File: src/rtl/rr_arbiter_4.sv
// Four-channel round-robin arbiter driving the select of a 4:1 data mux.
// One grant at a time, released by done, a dropped request or the MAX_HOLD limit.
module rr_arbiter_4 #(
  parameter int MAX_HOLD = 8
) (
  input  logic       clk,
  input  logic       rst,
  input  logic [3:0] req,
  input  logic       done,
  output logic [1:0] sel,
  output logic [3:0] grant,
  output logic       busy,
  output logic       timeout
);

  localparam int HW    = (MAX_HOLD == 0) ? 1 : $clog2(MAX_HOLD + 1);
  localparam int LIMIT = (MAX_HOLD == 0) ? 0 : MAX_HOLD - 1;

  typedef enum logic {IDLE = 1'b0, GRANT = 1'b1} state_t;

  state_t          state, state_nxt;
  logic [1:0]      last, last_nxt;
  logic [1:0]      sel_nxt;
  logic [3:0]      grant_nxt;
  logic            timeout_nxt;
  logic [HW-1:0]   hold_cnt, hold_cnt_nxt;

  logic            any_req;
  logic            at_limit;
  logic            release_now;
  logic            arbitrate;
  logic [1:0]      winner;

  // Search starts one past the last winner, so the previous owner comes last.
  function automatic logic [1:0] pick(input logic [3:0] r, input logic [1:0] l);
    logic [1:0] idx;
    logic       found;
    pick  = l;
    found = 1'b0;
    for (int k = 1; k < 5; k++) begin
      idx = l + 2'(k);
      if (!found && r[idx]) begin
        pick  = idx;
        found = 1'b1;
      end
    end
  endfunction

  assign any_req  = |req;
  assign winner   = pick(req, last);
  assign at_limit = (MAX_HOLD != 0) && (hold_cnt == HW'(LIMIT));

  // State register
  always_ff @(posedge clk or posedge rst) begin
    if (rst) state <= IDLE;
    else     state <= state_nxt;
  end

  // Next-state logic
  always_comb begin
    release_now = 1'b0;
    state_nxt   = state;
    case (state)
      IDLE: begin
        if (any_req) state_nxt = GRANT;
      end
      GRANT: begin
        release_now = done || !req[sel] || at_limit;
        if (release_now && !any_req) state_nxt = IDLE;
      end
      default: state_nxt = IDLE;
    endcase
  end

  assign arbitrate = (state == IDLE) || release_now;

  // Output / datapath next values; all of them land in registers below.
  always_comb begin
    grant_nxt    = grant;
    sel_nxt      = sel;
    last_nxt     = last;
    hold_cnt_nxt = hold_cnt;
    timeout_nxt  = 1'b0;
    if (arbitrate) begin
      hold_cnt_nxt = '0;
      if (any_req) begin
        grant_nxt = 4'b0001 << winner;
        sel_nxt   = winner;
        last_nxt  = winner;
      end else begin
        grant_nxt = 4'b0000;
      end
    end else if (hold_cnt != {HW{1'b1}}) begin
      hold_cnt_nxt = hold_cnt + 1'b1;
    end
    // Pulse only when the hold limit alone forced the release.
    timeout_nxt = release_now && at_limit && !done && req[sel];
  end

  always_ff @(posedge clk or posedge rst) begin
    if (rst) begin
      grant    <= 4'b0000;
      sel      <= 2'd0;
      busy     <= 1'b0;
      timeout  <= 1'b0;
      last     <= 2'd3;
      hold_cnt <= '0;
    end else begin
      grant    <= grant_nxt;
      sel      <= sel_nxt;
      busy     <= |grant_nxt;
      timeout  <= timeout_nxt;
      last     <= last_nxt;
      hold_cnt <= hold_cnt_nxt;
    end
  end

endmodule

File: config.mk
export PLATFORM = sky130hd
export DESIGN_NAME = rr_arbiter_4
export DESIGN_NICKNAME = d
export VERILOG_FILES = /design/src/rtl/rr_arbiter_4.sv
export SDC_FILE = /design/constraint.sdc
export NUM_CORES = 1
export LEC_CHECK = 0
export ABC_AREA = 1
export CAP_MARGIN = 0
export CORE_ASPECT_RATIO = 1.1
export CORE_UTILIZATION = 25
export CTS_CLUSTER_SIZE = 25
export DETAILED_ROUTE_END_ITERATION = 10
export SKIP_CTS_REPAIR_TIMING = 1
export SLEW_MARGIN = 0
export SYNTH_ARGS = -nofsm -noshare
export SYNTH_HDL_FRONTEND = slang
export SYNTH_SLANG_ARGS = --single-unit
File: constraint.sdc
create_clock -name clk -period 2.2 [get_ports clk]
set_input_delay 0.22 -clock clk [delete_from_list [all_inputs] [get_ports clk]]
set_output_delay 0.22 -clock clk [all_outputs]
set_load 0.005 [all_outputs]
==> flow_metrics.py, run 1 <==
metrics = {
    "setup_path": {
        "startpoint_type": "flip-flop",
        "reg2reg_from": "last[0]",
        "worstPathRequired_ns": 2.33,
        "crit_arrival_ns": 1.88,
        "crit_start": "last[0]",
        "end_kind": "flip-flop",
        "crit_type": "flip-flop to flip-flop",
        "crit_fanout": 9,
    },
    "sta": {
        "rsz0062_at_grt": "false",
        "tns_ns": 0,
        "finalHoldViolations": 0,
        "setup_viol": 0,
        "worstMarginPinSlew_ns": 0.550,
        "fin_crit_ns": 1.76,
        "skew_ns": 0.00449,
        "fin_crit_sh": 0.799,
        "slew_headroom": 0.633,
        "slew_violations": 0,
        "clock.fmax_mhz": 569,
    },
    "power_and_ir_drop": {
        "power.switching_uw": 796,
        "switching_share": 0.462,
        "p_leak_uw": 0.000573,
        "p_int_uw": 926,
        "clock_power_share": 0.124,
        "pwr-share-comb": 0.600,
        "power.density_nw_per_um2": 1460,
        "p_seq_frac": 0.276,
        "peakVddDrop_mv": 0.361,
    },
    "hold_path": {
        "worstHoldPathType": "input port to async pin",
    },
    "die": {
        "core_area_sq_um": 3630,
        "ioPinCount": 15,
        "rows": 23,
        "start_util": 0.261,
        "die_h_microns": 66.5,
        "die_x_microns": 60.7,
        "die-area_sq_um": 4030,
    },
    "global_routing": {
        "antenna_found_initial": 0,
        "grt_max_degree": 16,
        "grt_usage": 0.0997,
        "grt-ovfl-total": 0,
        "grt_first_pass_wirelength_microns": 3060,
        "grt_pass1_vias": 777,
    },
    "clocking": {
        "clk_latency_ns": 0.24,
        "clkSinkCount": 15,
        "cts_tree": "yes",
        "htreeDepth": 1,
        "cts_made_buffers": 3,
        "cts_root_buf": "clkbuf_8",
        "clockBufferDepth": 2,
        "clk_pin_slew_worst_paths_ns": 0.06,
    },
    "synth": {
        "yosys_warnings": 0,
        "synthesis.nets": 125,
        "synthesis.area_sq_um": 946,
        "avgSynthCellArea_sq_um": 8.08,
        "synth_area_leaders": "dfrtp_1 34%, nand2_1 12%, nand2_2 7.3%, nand3_1 6.9%, nand2_4 6.0%",
        "synth.distinct_cells": 21,
        "yosysTopAreaCell": "dfrtp_1",
        "ys_ff_latch": 15,
        "yosysTopAreaCellShare": 0.344,
        "synthesis.instances": 117,
        "seq_area_frac_synth": 0.399,
    },
    "detailed_routing": {
        "via_per_inst": 4.21,
        "drt_first_iter_violations": 4,
        "totalWireLength_microns": 1800,
        "antenna_left": 0,
        "dr.pass1.iters": 2,
        "drc": 0,
        "wl_per_cell_microns": 9.77,
        "vias": 774,
    },
    "place": {
        "dpl.cell_count": 180,
        "portBuffers": 14,
        "place_area_sq_um": 1140,
        "dpl.hpwl_microns": 1510,
        "globalplace.congestion": 0.721,
    },
    "run_status": {
        "status": "finished clean",
    },
    "finish": {
        "drive_above_1_share": 0.209,
        "diodes": 0,
        "area_growth_pct": 25.0,
        "nNetsFinal": 143,
        "final_area_sq_um": 1180,
        "instances_no_fill": 184,
    },
    "job": {
        "cap_viol_max_count": 0,
    },
}
==> critical path, cell delays in order (launching register included) <==
cell and delay, ns:
dfstp_2 0.66, inv_8 0.07, nand2_2 0.06, nand2_2 0.07, nand2_4 0.09, nand2_4 0.08
nor2_8 0.10, nand2_2 0.05, nand2_2 0.07, nand2_2 0.06, nand3_1 0.08, nand2_1 0.07
nor2_1 0.10, nand2_1 0.06
==> cell type report <==
type / count / area (sq um)
fill: 398 / 2440
multi-input combinational: 86 / 493
sequential: 15 / 378
timing repair buffer: 14 / 140
inverter: 15 / 63.8
tap: 50 / 62.6
clock buffer: 4 / 45.0
==> routing by layer <==
layer,GRT usage,wire length (microns),share of wire,vias up
met1,0.0965,716,0.40,359
li1,-,-,-,401
met3,0.0194,36,0.020,5
met4,0.0455,26,0.014,0
met2,0.195,1020,0.57,9
met5,0,0,0,-
==> path summary, 6_finish.rpt <==
kind / to / slack, ns / cells past startpoint
min reg2reg: timeout / 0.51 / 1
max reg2reg: busy / 0.44 / 13
max: busy / 0.44 / 13
max in group asynchronous: last[1] / 1.50 / 2
min: sel[1] / 0.34 / 2
min in group clk: timeout / 0.51 / 1
==> sequential cells by signal, indices dropped and copies added (netlist names) <==
name,flops
busy,1
hold_cnt,4
state,1
last,2
timeout,1
sel,2
grant,4
==> Yosys cell counts <==
master / count
nand2_1: 31
inv_1: 14
dfrtp_1: 13
nand3_1: 13
nand2_2: 11
nor2_1: 6
o21ai_0: 6
nand2_4: 5
o21ai_1: 3
dfstp_2: 2
nand4_1: 2
nor2_8: 2
a21oi_2: 1
buf_6: 1
ha_1: 1
inv_8: 1
nand3_2: 1
nor2_4: 1
nor3_1: 1
nor3_2: 1
xor2_1: 1
==> cells in the final DEF (no fill, tap or decap), types with 2 or more instances in the layout <==
cell type,n
clkbuf_8,3
clkdlybuf4s50_1,14
o21ai_0,6
o21ai_1,3
nor2_8,2
nand2_1,31
nand3_1,13
dfstp_2,2
nor2_1,6
nand2_2,11
dfrtp_1,13
nand2_4,5
inv_1,14
nand4_1,2
==> power by group through the flow <==
stage | clock [uW] | combinational (uW) | sequential (uW)
finish | 214 | 1030 | 475
global route | 231 | 1160 | 488
CTS | 218 | 1050 | 475
detailed placement | 0 | 1050 | 478
global placement | 0 | 1020 | 479
floorplan | 0 | 827 | 444
==> per-stage QoR <==
step | util | power, uW | setup slack (ns) | hold slack [ns]
after floorplan | - | 1270 | 0.617 | 0.120
after CTS | 0.326 | 1740 | 0.426 | 0.359
after global placement | 0.314 | 1500 | 0.332 | 0.496
after global routing | 0.326 | 1880 | 0.280 | 0.394
final | 0.326 | 1720 | 0.442 | 0.336
after detailed placement | 0.314 | 1530 | 0.297 | 0.500
==> kinds of logic after synthesis <==
family,after synthesis,share of synthesized area
xor+xnor,1,0.00926
simple gates,74,0.442
flops,15,0.399
fa+ha+maj,1,0.0132
compound gates,10,0.0569
buf+inv,16,0.0794
No activity file was read; power rests on OpenSTA's default activity.
==> run 2: changes to the inputs <==
==> constraint.sdc (replaced) <==
create_clock -name clk -period 1.65 [get_ports clk]
set_input_delay 0.165 -clock clk [delete_from_list [all_inputs] [get_ports clk]]
set_output_delay 0.165 -clock clk [all_outputs]
set_load 0.005 [all_outputs]
==> flow_metrics.py, run 2 (synthesis gave the netlist of run 1 again) <==
metrics = {
    "power_and_ir_drop": {
        "peakVddDrop_mv": 0.459,
        "pwr-share-comb": 0.671,
        "finalPower_uw": 2810,
        "p_leak_uw": 0.000636,
        "p_int_uw": 1520,
        "power.switching_uw": 1300,
        "p_seq_frac": 0.225,
        "switching_share": 0.460,
        "power.density_nw_per_um2": 2120,
        "clock_power_share": 0.104,
    },
    "die": {
        "core_area_sq_um": 3630,
        "die-area_sq_um": 4030,
        "die_x_microns": 60.7,
        "ioPinCount": 15,
        "rows": 23,
        "die_h_microns": 66.5,
        "start_util": 0.261,
    },
    "setup_path": {
        "crit_type": "flip-flop to flip-flop",
        "crit_arrival_ns": 1.90,
        "end_kind": "flip-flop",
        "crit_fanout": 8,
        "startpoint_type": "flip-flop",
        "worstPathRequired_ns": 1.79,
    },
    "finish": {
        "final_cell_mix": "27 x nand2_1, 14 x clkdlybuf4s50_1, 13 x dfrtp_1",
        "area_growth_pct": 40.1,
        "area.sequential_sq_um": 378,
        "multi_input_area_sq_um": 568,
        "diodes": 0,
        "fillers": 386,
        "instances_no_fill": 193,
        "reg.largest.list": "grant: 4 flops, hold_cnt: 4 flops",
        "nNetsFinal": 152,
        "drive_above_1_share": 0.350,
        "final_common_cell": "nand2_1",
    },
    "sta": {
        "slew_headroom": 0.613,
        "tns_ns": -0.394,
        "slew_violations": 0,
        "fin_crit_sh": 1.07,
        "layout_setup_ws_ns": -0.109,
        "finalHoldViolations": 0,
        "skew_ns": 0.00140,
        "clock.fmax_mhz": 569,
        "setup_viol": 5,
        "worstMarginPinSlew_ns": 0.580,
        "fin_crit_ns": 1.76,
        "rsz0062_at_grt": "true",
    },
    "global_routing": {
        "grt_pass1_vias": 793,
        "grt_first_pass_wirelength_microns": 3190,
        "grt-ovfl-total": 0,
        "grt_usage": 0.107,
        "antenna_found_initial": 0,
        "grt_max_degree": 16,
    },
    "place": {
        "dpl.cell_count": 185,
        "pre_cts_slack_ns": -0.131,
        "dpl.hpwl_microns": 1600,
        "globalplace.congestion": 0.732,
        "portBuffers": 14,
    },
    "detailed_routing": {
        "drc": 0,
        "dr.pass1.iters": 4,
        "totalWireLength_microns": 2020,
        "drt_first_iter_violations": 22,
        "antenna_left": 0,
        "via_per_inst": 4.25,
        "wl_per_cell_microns": 10.5,
        "vias": 821,
    },
    "clocking": {
        "clk_latency_ns": 0.25,
        "cts_made_buffers": 3,
        "cts_root_buf": "clkbuf_8",
        "clkSinkCount": 15,
        "htreeDepth": 1,
        "clk_pin_slew_worst_paths_ns": 0.06,
        "cts_tree": "yes",
        "clockBufferDepth": 2,
    },
    "run_status": {
        "status": "complete, but fails checks",
        "violations": "setup timing",
    },
    "hold_path": {
        "worstHoldPathType": "input port to async pin",
    },
    "job": {
        "cap_viol_max_count": 0,
    },
}
## run 2: path summary, 6_finish.rpt
path | start | endpoint | slack (ns) | depth (start not counted)
hold / removal | rst | sel[0] | 0.28 | 2
hold reg to reg | hold_cnt[3] | timeout | 0.51 | 1
max in group asynchronous | rst | busy | 0.99 | 2
setup reg to reg | last[0] | busy | -0.11 | 11
setup / recovery | last[0] | busy | -0.11 | 11
min in group clk | hold_cnt[3] | timeout | 0.51 | 1
## run 2: layout make-up
class	count	area share
clock buffers	4	0.0340
flip-flops and latches	15	0.285
inverters	15	0.0482
multi-input cells	86	0.429
repair buffers	23	0.157
well taps	50	0.0472
## run 2: routing by layer
metal | global-route usage | routed length (microns) | share of wire | up-vias
met2 | 0.206 | 1140 | 0.56 | 11
li1 | - | - | - | 425
met5 | 0 | 0 | 0 | -
met4 | 0.0511 | 36 | 0.018 | 0
met3 | 0.0175 | 49 | 0.024 | 5
met1 | 0.107 | 795 | 0.39 | 380
## run 2: power by group through the flow
stage | Combinational (uW) | Sequential, uW | Clock [uW]
2_1_floorplan | 1100 | 591 | 0
3_3_place_gp | 1470 | 638 | 0
4_1_cts | 1510 | 632 | 299
5_1_grt | 2070 | 661 | 316
6_report | 1890 | 634 | 293
3_5_place_dp | 1510 | 636 | 0
## run 2: worst max-delay path, cell delays in order (launching register included)
cell and delay (ns):
dfstp_2 0.66, nand2_1 0.13, nand2_4 0.10, nand2_1 0.11
nand2_1 0.14, nand2_2 0.08, nand2_4 0.08, nand2_4 0.06
nand3_1 0.08, nand2_1 0.07, nor2_1 0.08, nand2_1 0.06
## run 2: through the flow
stage	area, sq um	utilization	hold WS (ns)
6_report	1330	0.365	0.277
5_1_grt	1330	0.365	0.324
4_1_cts	1220	0.336	0.298
3_5_place_dp	1170	0.324	0.502
2_1_floorplan	946	-	0.0650
3_3_place_gp	1170	0.324	0.498
==> run 3: changes to the inputs <==
==> constraint.sdc (replaced) <==
create_clock -name clk -period 1.7 [get_ports clk]
set_input_delay 0.17 -clock clk [delete_from_list [all_inputs] [get_ports clk]]
set_output_delay 0.17 -clock clk [all_outputs]
set_load 0.005 [all_outputs]
==> flow_metrics.py, run 3 (synthesis gave the netlist of run 1 again) <==
metrics = {
    "setup_path": {
        "r2r_slack_ns": -0.11,
        "crit_start": "last[0]",
        "reg2reg_depth": 11,
        "crit_fanout": 8,
        "crit_arrival_ns": 1.95,
        "crit_end": "busy",
        "worstPathRequired_ns": 1.84,
        "crit_type": "flip-flop to flip-flop",
        "end_kind": "flip-flop",
        "startpoint_type": "flip-flop",
        "reg2reg_from": "last[0]",
        "reg2reg_to": "busy",
    },
    "sta": {
        "setup_viol": 7,
        "slew_headroom": 0.631,
        "layout_setup_ws_ns": -0.110,
        "tns_ns": -0.387,
        "skew_ns": 0.000443,
        "fin_crit_ns": 1.81,
        "slew_violations": 0,
        "rsz0062_at_grt": "true",
        "fin_crit_sh": 1.06,
        "clock.fmax_mhz": 552,
        "worstMarginPinSlew_ns": 0.554,
        "finalHoldViolations": 0,
    },
    "clocking": {
        "clk_pin_slew_worst_paths_ns": 0.06,
        "clk_latency_ns": 0.24,
        "htreeDepth": 1,
        "clockBufferDepth": 2,
        "cts_root_buf": "clkbuf_8",
        "cts_tree": "yes",
        "clkSinkCount": 15,
        "cts_made_buffers": 3,
    },
    "detailed_routing": {
        "antenna_left": 0,
        "drc": 0,
        "vias": 844,
        "totalWireLength_microns": 2120,
        "dr.pass1.iters": 4,
        "drt_first_iter_violations": 25,
        "wl_per_cell_microns": 11.2,
        "via_per_inst": 4.44,
    },
    "place": {
        "dpl.hpwl_microns": 1540,
        "globalplace.congestion": 0.738,
        "portBuffers": 14,
    },
    "power_and_ir_drop": {
        "p_leak_uw": 0.000641,
        "power.density_nw_per_um2": 2110,
        "finalPower_uw": 2830,
        "peakVddDrop_mv": 0.466,
    },
    "finish": {
        "final_common_cell": "nand2_1",
        "reg.largest.list": "grant: 4 flops, hold_cnt: 4 flops",
        "area_growth_pct": 41.8,
        "drive_above_1_share": 0.350,
        "final_cell_mix": "23 x nand2_1, 14 x clkdlybuf4s50_1, 13 x nand2_4, 13 x dfrtp_1, 12 x inv_1",
        "nNetsFinal": 149,
        "diodes": 0,
        "fillers": 380,
    },
    "hold_path": {
        "worstHoldPathType": "input port to async pin",
    },
    "die": {
        "die_h_microns": 66.5,
        "die_x_microns": 60.7,
        "rows": 23,
        "core_area_sq_um": 3630,
        "start_util": 0.261,
        "ioPinCount": 15,
        "die-area_sq_um": 4030,
    },
    "global_routing": {
        "grt_pass1_vias": 802,
        "grt_usage": 0.110,
        "grt_max_degree": 16,
        "grt_first_pass_wirelength_microns": 3300,
        "antenna_found_initial": 0,
        "grt-ovfl-total": 0,
    },
    "run_status": {
        "violations": "setup timing",
        "status": "complete, but fails checks",
    },
    "job": {
        "cap_viol_max_count": 0,
    },
}
-- run 3: cell types whose count changed in the layout (fill, tap and decap cells not counted), sizes merged --
cell and change:
buf -3
-- run 3: area by class of cell --
cell class | count | area (sq um) | area share
inverter | 15 | 63.8 | 0.0476
sequential | 15 | 378 | 0.282
clock buffer | 4 | 45.0 | 0.0336
multi-input combinational | 86 | 603 | 0.450
tap | 50 | 62.6 | 0.0466
timing repair buffer | 20 | 189 | 0.141
-- run 3: where the power goes --
| group | switching (uW) | total (uW) | internal, uW | leakage, uW |
|---|---|---|---|---|
| Sequential | 120 | 625 | 504 | 0.000186 |
| Clock | 120 | 285 | 166 | 0.0000228 |
| Combinational | 1110 | 1920 | 817 | 0.000432 |
| Total | 1350 | 2830 | 1490 | 0.000641 |
-- run 3: worst max-delay path, stage by stage (launching register included) --
cell and delay, ns:
dfstp_2 0.66, inv_8 0.08, nand2_4 0.08, nand2_4 0.06
nand2_4 0.10, nand2_8 0.07, nor2_8 0.14, nand2_4 0.08
a21oi_4 0.19, o21ai_2 0.08, nor2_1 0.10, nand2_1 0.06
-- run 3: metrics by stage --
stage               cell area (sq um)  hold WS (ns)  utilization  worst slack (ns)  cells
floorplan                         946        0.0700            -             0.117    117
global placement                 1170         0.500        0.322           -0.0481    184
detailed placement               1170         0.507        0.322           -0.0931    184
CTS                              1210         0.300        0.334           -0.0538    188
global route                     1340         0.334        0.370            -0.260    190
finish                           1340         0.272        0.370            -0.110    190
-- run 3: worst min path at each step --
stage / startpoint / endpoint / cells after the start
after floorplan: rst / busy / 1
after global placement: hold_cnt[3] / timeout / 1
after detailed placement: hold_cnt[3] / timeout / 1
after CTS: rst / state / 2
after global routing: rst / sel[1] / 2
final: rst / state / 2
-- run 3: per-layer routing --
metal	share of wire	up-vias	GRT usage
li1	-	417	-
met2	0.58	12	0.213
met3	0.017	6	0.0175
met1	0.37	409	0.108
met4	0.030	0	0.0597
met5	0	-	0
